File: config.mk
export PLATFORM = sky130hd
export DESIGN_NAME = pipeline_stall_controller
export DESIGN_NICKNAME = d
export VERILOG_FILES = /design/src/rtl/pipeline_stall_controller.sv
export SDC_FILE = /design/constraint.sdc
export NUM_CORES = 1
export LEC_CHECK = 0
export ABC_AREA = 1
export BUFFER_PORTS_ARGS = -buffer_cell sky130_fd_sc_hd__buf_4
export CAP_MARGIN = 10
export CORE_MARGIN = 2
export CORE_UTILIZATION = 57
export DETAILED_ROUTE_END_ITERATION = 6
export GPL_ROUTABILITY_DRIVEN = 0
export HOLD_SLACK_MARGIN = 0.03
export PLACE_DENSITY_LB_ADDON = 0.05
export SKIP_LAST_GASP = 1
export SLEW_MARGIN = 40
export SYNTH_ARGS = -nofsm -noshare
export SYNTH_HDL_FRONTEND = slang
export SYNTH_SLANG_ARGS = --single-unit
File: constraint.sdc
create_clock -name CLK -period 1.68 [get_ports CLK]
set_input_delay 0.168 -clock CLK [delete_from_list [all_inputs] [get_ports CLK]]
set_output_delay 0.168 -clock CLK [all_outputs]
set_load 0.02 [all_outputs]
File: src/rtl/pipeline_stall_controller.sv
// Pipeline stall/flush/freeze controller: memory-wait FSM, branch flush slots, memory timeout.
// Optional perf counters (STALL_CNT, FLUSH_CNT, MEMWAIT_CNT) enabled by `define STALL_PERF_CNT_EN.
module pipeline_stall_controller #(
  parameter int FLUSH_SLOTS = 1,
  parameter int MEM_TIMEOUT = 255,
  parameter int CNT_WIDTH   = 32
) (
  input  logic CLK,
  input  logic RST,
  input  logic HAZARD_DETECTED,
  input  logic BRANCH_TAKEN,
  input  logic MEM_REQ,
  input  logic MEM_READY,
  output logic PC_WRITE_EN,
  output logic IF_ID_WRITE_EN,
  output logic IF_ID_FLUSH,
  output logic ID_EXE_BUBBLE,
  output logic PIPE_FREEZE,
  output logic MEM_ERR
`ifdef STALL_PERF_CNT_EN
  ,
  output logic [CNT_WIDTH-1:0] STALL_CNT,
  output logic [CNT_WIDTH-1:0] FLUSH_CNT,
  output logic [CNT_WIDTH-1:0] MEMWAIT_CNT
`endif
);

  typedef enum logic [1:0] {RUN, MEM_WAIT, FLUSH} state_t;

  localparam logic [3:0]  FLUSH_INIT   = 4'(FLUSH_SLOTS - 1);
  localparam logic [15:0] TIMEOUT_LAST = 16'(MEM_TIMEOUT - 1);

  state_t      state_q, state_d;
  state_t      ret_q, ret_d;
  state_t      eff_state;
  logic [3:0]  flush_left_q, flush_left_d;
  logic [15:0] wait_cnt_q, wait_cnt_d;
  logic        mem_err_d;
  logic        mem_stall;
  logic        timeout;

  assign mem_stall = MEM_REQ & ~MEM_READY;
  assign timeout   = (state_q == MEM_WAIT) && mem_stall && (wait_cnt_q >= TIMEOUT_LAST);
  // While waiting on memory, behave as the state the wait interrupted.
  assign eff_state = (state_q == MEM_WAIT) ? ret_q : state_q;

  always_comb begin
    state_d        = state_q;
    ret_d          = ret_q;
    flush_left_d   = flush_left_q;
    wait_cnt_d     = wait_cnt_q;
    mem_err_d      = MEM_ERR;
    PC_WRITE_EN    = 1'b1;
    IF_ID_WRITE_EN = 1'b1;
    IF_ID_FLUSH    = 1'b0;
    ID_EXE_BUBBLE  = 1'b0;
    PIPE_FREEZE    = 1'b0;

    if (mem_stall && !timeout) begin
      PC_WRITE_EN    = 1'b0;
      IF_ID_WRITE_EN = 1'b0;
      PIPE_FREEZE    = 1'b1;
      state_d        = MEM_WAIT;
      ret_d          = eff_state;
      wait_cnt_d     = wait_cnt_q + 16'd1;
    end else begin
      // A timeout releases the freeze exactly like a ready cycle, but flags the error.
      wait_cnt_d = 16'd0;
      state_d    = eff_state;
      if (timeout) mem_err_d = 1'b1;
      if (eff_state == FLUSH) begin
        IF_ID_FLUSH  = 1'b1;
        flush_left_d = (flush_left_q <= 4'd1) ? 4'd0 : flush_left_q - 4'd1;
        if (flush_left_q <= 4'd1) state_d = RUN;
      end else if (HAZARD_DETECTED) begin
        PC_WRITE_EN    = 1'b0;
        IF_ID_WRITE_EN = 1'b0;
        ID_EXE_BUBBLE  = 1'b1;
      end else if (BRANCH_TAKEN) begin
        IF_ID_FLUSH = 1'b1;
        if (FLUSH_SLOTS > 1) begin
          flush_left_d = FLUSH_INIT;
          state_d      = FLUSH;
        end
      end
    end

    if (RST) begin
      PC_WRITE_EN    = 1'b0;
      IF_ID_WRITE_EN = 1'b0;
      IF_ID_FLUSH    = 1'b1;
      ID_EXE_BUBBLE  = 1'b1;
      PIPE_FREEZE    = 1'b0;
    end
  end

  always_ff @(posedge CLK) begin
    if (RST) begin
      state_q      <= RUN;
      ret_q        <= RUN;
      flush_left_q <= 4'd0;
      wait_cnt_q   <= 16'd0;
      MEM_ERR      <= 1'b0;
    end else begin
      state_q      <= state_d;
      ret_q        <= ret_d;
      flush_left_q <= flush_left_d;
      wait_cnt_q   <= wait_cnt_d;
      MEM_ERR      <= mem_err_d;
    end
  end

`ifdef STALL_PERF_CNT_EN
  function automatic logic [CNT_WIDTH-1:0] sat_inc(input logic [CNT_WIDTH-1:0] v, input logic en);
    return (en && !(&v)) ? v + 1'b1 : v;
  endfunction

  always_ff @(posedge CLK) begin
    if (RST) begin
      STALL_CNT   <= '0;
      FLUSH_CNT   <= '0;
      MEMWAIT_CNT <= '0;
    end else begin
      STALL_CNT   <= sat_inc(STALL_CNT, ID_EXE_BUBBLE);
      FLUSH_CNT   <= sat_inc(FLUSH_CNT, IF_ID_FLUSH);
      MEMWAIT_CNT <= sat_inc(MEMWAIT_CNT, PIPE_FREEZE);
    end
  end
`endif

endmodule

==> insert_results.sql <==
INSERT INTO impl_metrics (metric_group, metric, value, unit) VALUES
('run_status', 'run_status', 'finished with violations', ''),
('run_status', 'violations', 'setup timing', ''),
('synth', 'synth_area_per_cell', '7.261', 'um^2'),
('clock_network', 'numCtsBuffers', '3', ''),
('timing', 'hold-worst-slack', '0.02593', 'ns'),
('critical_path', 'critPathKind', 'reg2out', ''),
('critical_path', 'worst-path-max-fanout', '3', ''),
('pwr', 'totalPowerFinal', '0.9560', 'mW'),
('timing', 'final_min_period_over_clock_period', '1.037', ''),
('global_route', 'grt.total_usage', '0.2460', ''),
('timing', 'timing.clock.skew', '0.008117', 'ns'),
('die', 'die_w', '52.28', 'um'),
('place', 'pre_cts_slack', '0.1239', 'ns'),
('place', 'dpl.hpwl', '1.918', 'mm'),
('routing', 'num_vias', '1187', ''),
('clock_network', 'cts_num_sinks', '25', ''),
('min_path', 'worstHoldPathType', 'in2reg', ''),
('finish', 'area.sequential', '506.7', 'um^2'),
('timing', 'rsz0062_at_grt', 'true', ''),
('synth', 'synth_cell_types', '26', ''),
('global_route', 'grt_overflow_total', '0', ''),
('synth', 'yosysWarningCount', '0', ''),
('timing', 'max-slew-margin-rel', '0.7549', ''),
('clock_network', 'cts_tree', 'done', ''),
('timing', 'final_hold_viol_count', '0', ''),
('place', 'port_buffers', '11', ''),
('die', 'core_area', '2212', 'um^2'),
('timing', 'max_freq', '573.9', 'MHz'),
('routing', 'detail-route-antenna-nets', '0', ''),
('die', 'top_level_ports', '12', ''),
('pwr', 'p_leak', '0.6489', 'nW'),
('finish', 'drive_above_1_share', '0.2927', ''),
('finish', 'layout.cells.most_common_list', 'sky130_fd_sc_hd__nand2_1, sky130_fd_sc_hd__nor2_1, sky130_fd_sc_hd__inv_1', ''),
('global_route', 'gr-max-usage-layer', 'met2', ''),
('routing', 'detail_route.wirelength', '2.795', 'mm'),
('finish', 'layout-area-overhead-vs-synth', '21.94', '%'),
('die', 'start_util', '0.6007', ''),
('global_route', 'number_of_global_route_vias_before_repair', '1231', ''),
('clock_network', 'cts_max_level', '1', ''),
('clock_network', 'clock_tree_buffer_depth', '2', ''),
('timing', 'final_slew_viol_count', '0', ''),
('global_route', 'grt_pass1_wl', '5.050', 'mm'),
('die', 'area_of_the_die', '2733', 'um^2'),
('routing', 'detailedRoute.firstIterationViolations', '26', ''),
('global_route', 'grt_util_met2', '0.4771', ''),
('global_route', 'global_route.usage.met3', '0.03143', ''),
('finish', 'antenna_cells', '0', ''),
('finish', 'n_fill_cell', '178', ''),
('clock_network', 'insertion_delay', '0.32', 'ns'),
('timing', 'totalNegativeSetupSlack', '-0.1980', 'ns'),
('routing', 'route.detailed.drc', '0', ''),
('finish', 'multi_input_comb_area', '780.7', 'um^2'),
('timing', 'report.final.setup_viol', '4', ''),
('critical_path', 'worstPathRequired', '1.51', 'ns'),
('synth', 'syn-instance-count', '183', ''),
('synth', 'synth.ff_latch_count', '25', ''),
('timing', 'period_minus_slack', '1.742', 'ns'),
('pwr', 'vdd_drop_max', '0.5474', 'mV'),
('die', 'rows', '17', ''),
('critical_path', 'worst_setup_path_start_kind', 'register', ''),
('global_route', 'number_of_antenna_violations_at_the_first_check_in_global_routing', '0', ''),
('synth', 'mappedNetlistNets', '193', ''),
('clock_network', 'cts.root.buffer_cell', 'sky130_fd_sc_hd__clkbuf_4', ''),
('synth', 'seq_area_frac_synth', '0.3766', ''),
('timing', 'tightestPinTransition', '0.3663', 'ns'),
('finish', 'layout_commonest_cell', 'sky130_fd_sc_hd__nand2_1', ''),
('clock_network', 'clkSlewWorstSetupHoldPaths', '0.13', 'ns'),
('critical_path', 'arrival', '1.57', 'ns'),
('job', 'max_cap_violations', '0', ''),
('pwr', 'cellPowerDensity', '590.0', 'nW/um^2'),
('critical_path', 'critical_path.endpoint_type', 'primary output', ''),
('routing', 'vias_per_cell', '5.094', ''),
('timing', 'postLayoutSetupSlackWorst', '-0.06234', 'ns'),
('routing', 'post_drt_wl_per_cell', '12.00', 'um'),
('synth', 'synthesis.area', '1329', 'um^2'),
('die', 'die_h', '52.28', 'um'),
('routing', 'drt_first_pass_iters', '4', ''),
('global_route', 'maximum_number_of_pins_on_one_net_before_global_route_repair', '17', ''),
('finish', 'nets', '216', ''),
('global_route', 'global_route.usage.met1', '0.2620', '');
[cells by family (layout without fill, tap and decap cells)]
family | after synthesis | count (layout) | synth area share
AO/OA/AOI/OAI | 19 | 19 | 0.07438
XOR/XNOR | 7 | 7 | 0.04614
adder cells (fa/ha/maj) | 4 | 4 | 0.03767
buffers and inverters | 26 | 48 | 0.08474
flip-flops | 25 | 25 | 0.3766
AND/OR/NAND/NOR | 102 | 102 | 0.3804
[final timing paths]
| check | start | to | slack, ns | depth (start not counted) |
|---|---|---|---|---|
| setup / recovery | wait_cnt_q[0] | IF_ID_WRITE_EN | -0.06 | 11 |
| hold / removal | RST | flush_left_q[2] | 0.03 | 2 |
| setup reg to reg | wait_cnt_q[1] | wait_cnt_q[12] | 0.16 | 7 |
| hold reg to reg | wait_cnt_q[4] | wait_cnt_q[4] | 0.49 | 2 |
[where the power goes]
part           leakage (nW)  total [mW]  internal [mW]  switching, mW
clock                0.0150       0.269         0.0931          0.176
combinational         0.430      0.0896         0.0413         0.0483
sequential            0.204       0.597          0.595        0.00202
total                 0.649       0.956          0.730          0.226
[worst max-delay path: stages, from the launching register on]
cell                      delay (ns)
sky130_fd_sc_hd__dfxtp_2        0.35
sky130_fd_sc_hd__inv_2          0.06
sky130_fd_sc_hd__ha_4           0.12
sky130_fd_sc_hd__nor2_2         0.03
sky130_fd_sc_hd__nor2_1         0.08
sky130_fd_sc_hd__nand2_1        0.07
sky130_fd_sc_hd__nand2_2        0.08
sky130_fd_sc_hd__nand2_4        0.07
sky130_fd_sc_hd__nand2_4        0.10
sky130_fd_sc_hd__nand2_4        0.06
sky130_fd_sc_hd__nor2_4         0.12
sky130_fd_sc_hd__buf_6          0.13
[repair_timing]
item / in CTS / in global routing
pin swaps: 5 / 4
cloned: 0 / 0
buffers inserted: 7 / 2
setup endpoints to repair: 5 / 6
gates resized for setup: 14 / 11
endpoints found under the hold margin: 4 / 3
[state kept, by name, indices dropped and copies added (netlist names)]
name / flops
MEM_ERR: 1
flush_left_q: 4
state_q: 2
wait_cnt_q: 16
ret_q: 2
[metal layers]
metal  up-vias  part of all wire
met5         -                 0
met4         0             0.015
li1        625                 -
met1       528              0.42
met3         5             0.038
met2        29              0.53
[cells in the mapped netlist, drive strengths merged]
| cell type | n | area, um^2 |
|---|---|---|
| nor2 | 33 | 141.4 |
| a21oi | 15 | 78.83 |
| inv | 23 | 86.33 |
| xor2 | 7 | 61.31 |
| nor3b | 1 | 12.51 |
| nand2 | 38 | 165.2 |
| nor3 | 10 | 71.32 |
| nand3 | 12 | 65.06 |
| ha | 4 | 50.05 |
| nand4 | 3 | 18.77 |
| dfxtp | 25 | 500.5 |
| o21ai | 4 | 20.01 |
| or2 | 5 | 31.28 |
| buf | 3 | 26.27 |
[final cells by class]
cell class / count / area share
multi-input combinational: 132 / 0.4819
inverter: 23 / 0.05328
tap: 28 / 0.02162
sequential: 25 / 0.3127
timing repair buffer: 21 / 0.1143
clock buffer: 4 / 0.01622
[per-stage QoR]
| stage | std cells | util | area, um^2 |
|---|---|---|---|
| floorplan | 183 | - | 1331 |
| global placement | 220 | 0.6521 | 1443 |
| detailed placement | 220 | 0.6521 | 1443 |
| CTS | 231 | 0.7115 | 1574 |
| global route | 233 | 0.7325 | 1620 |
| finish | 233 | 0.7325 | 1620 |
No activity file was read; power rests on OpenSTA's default activity.
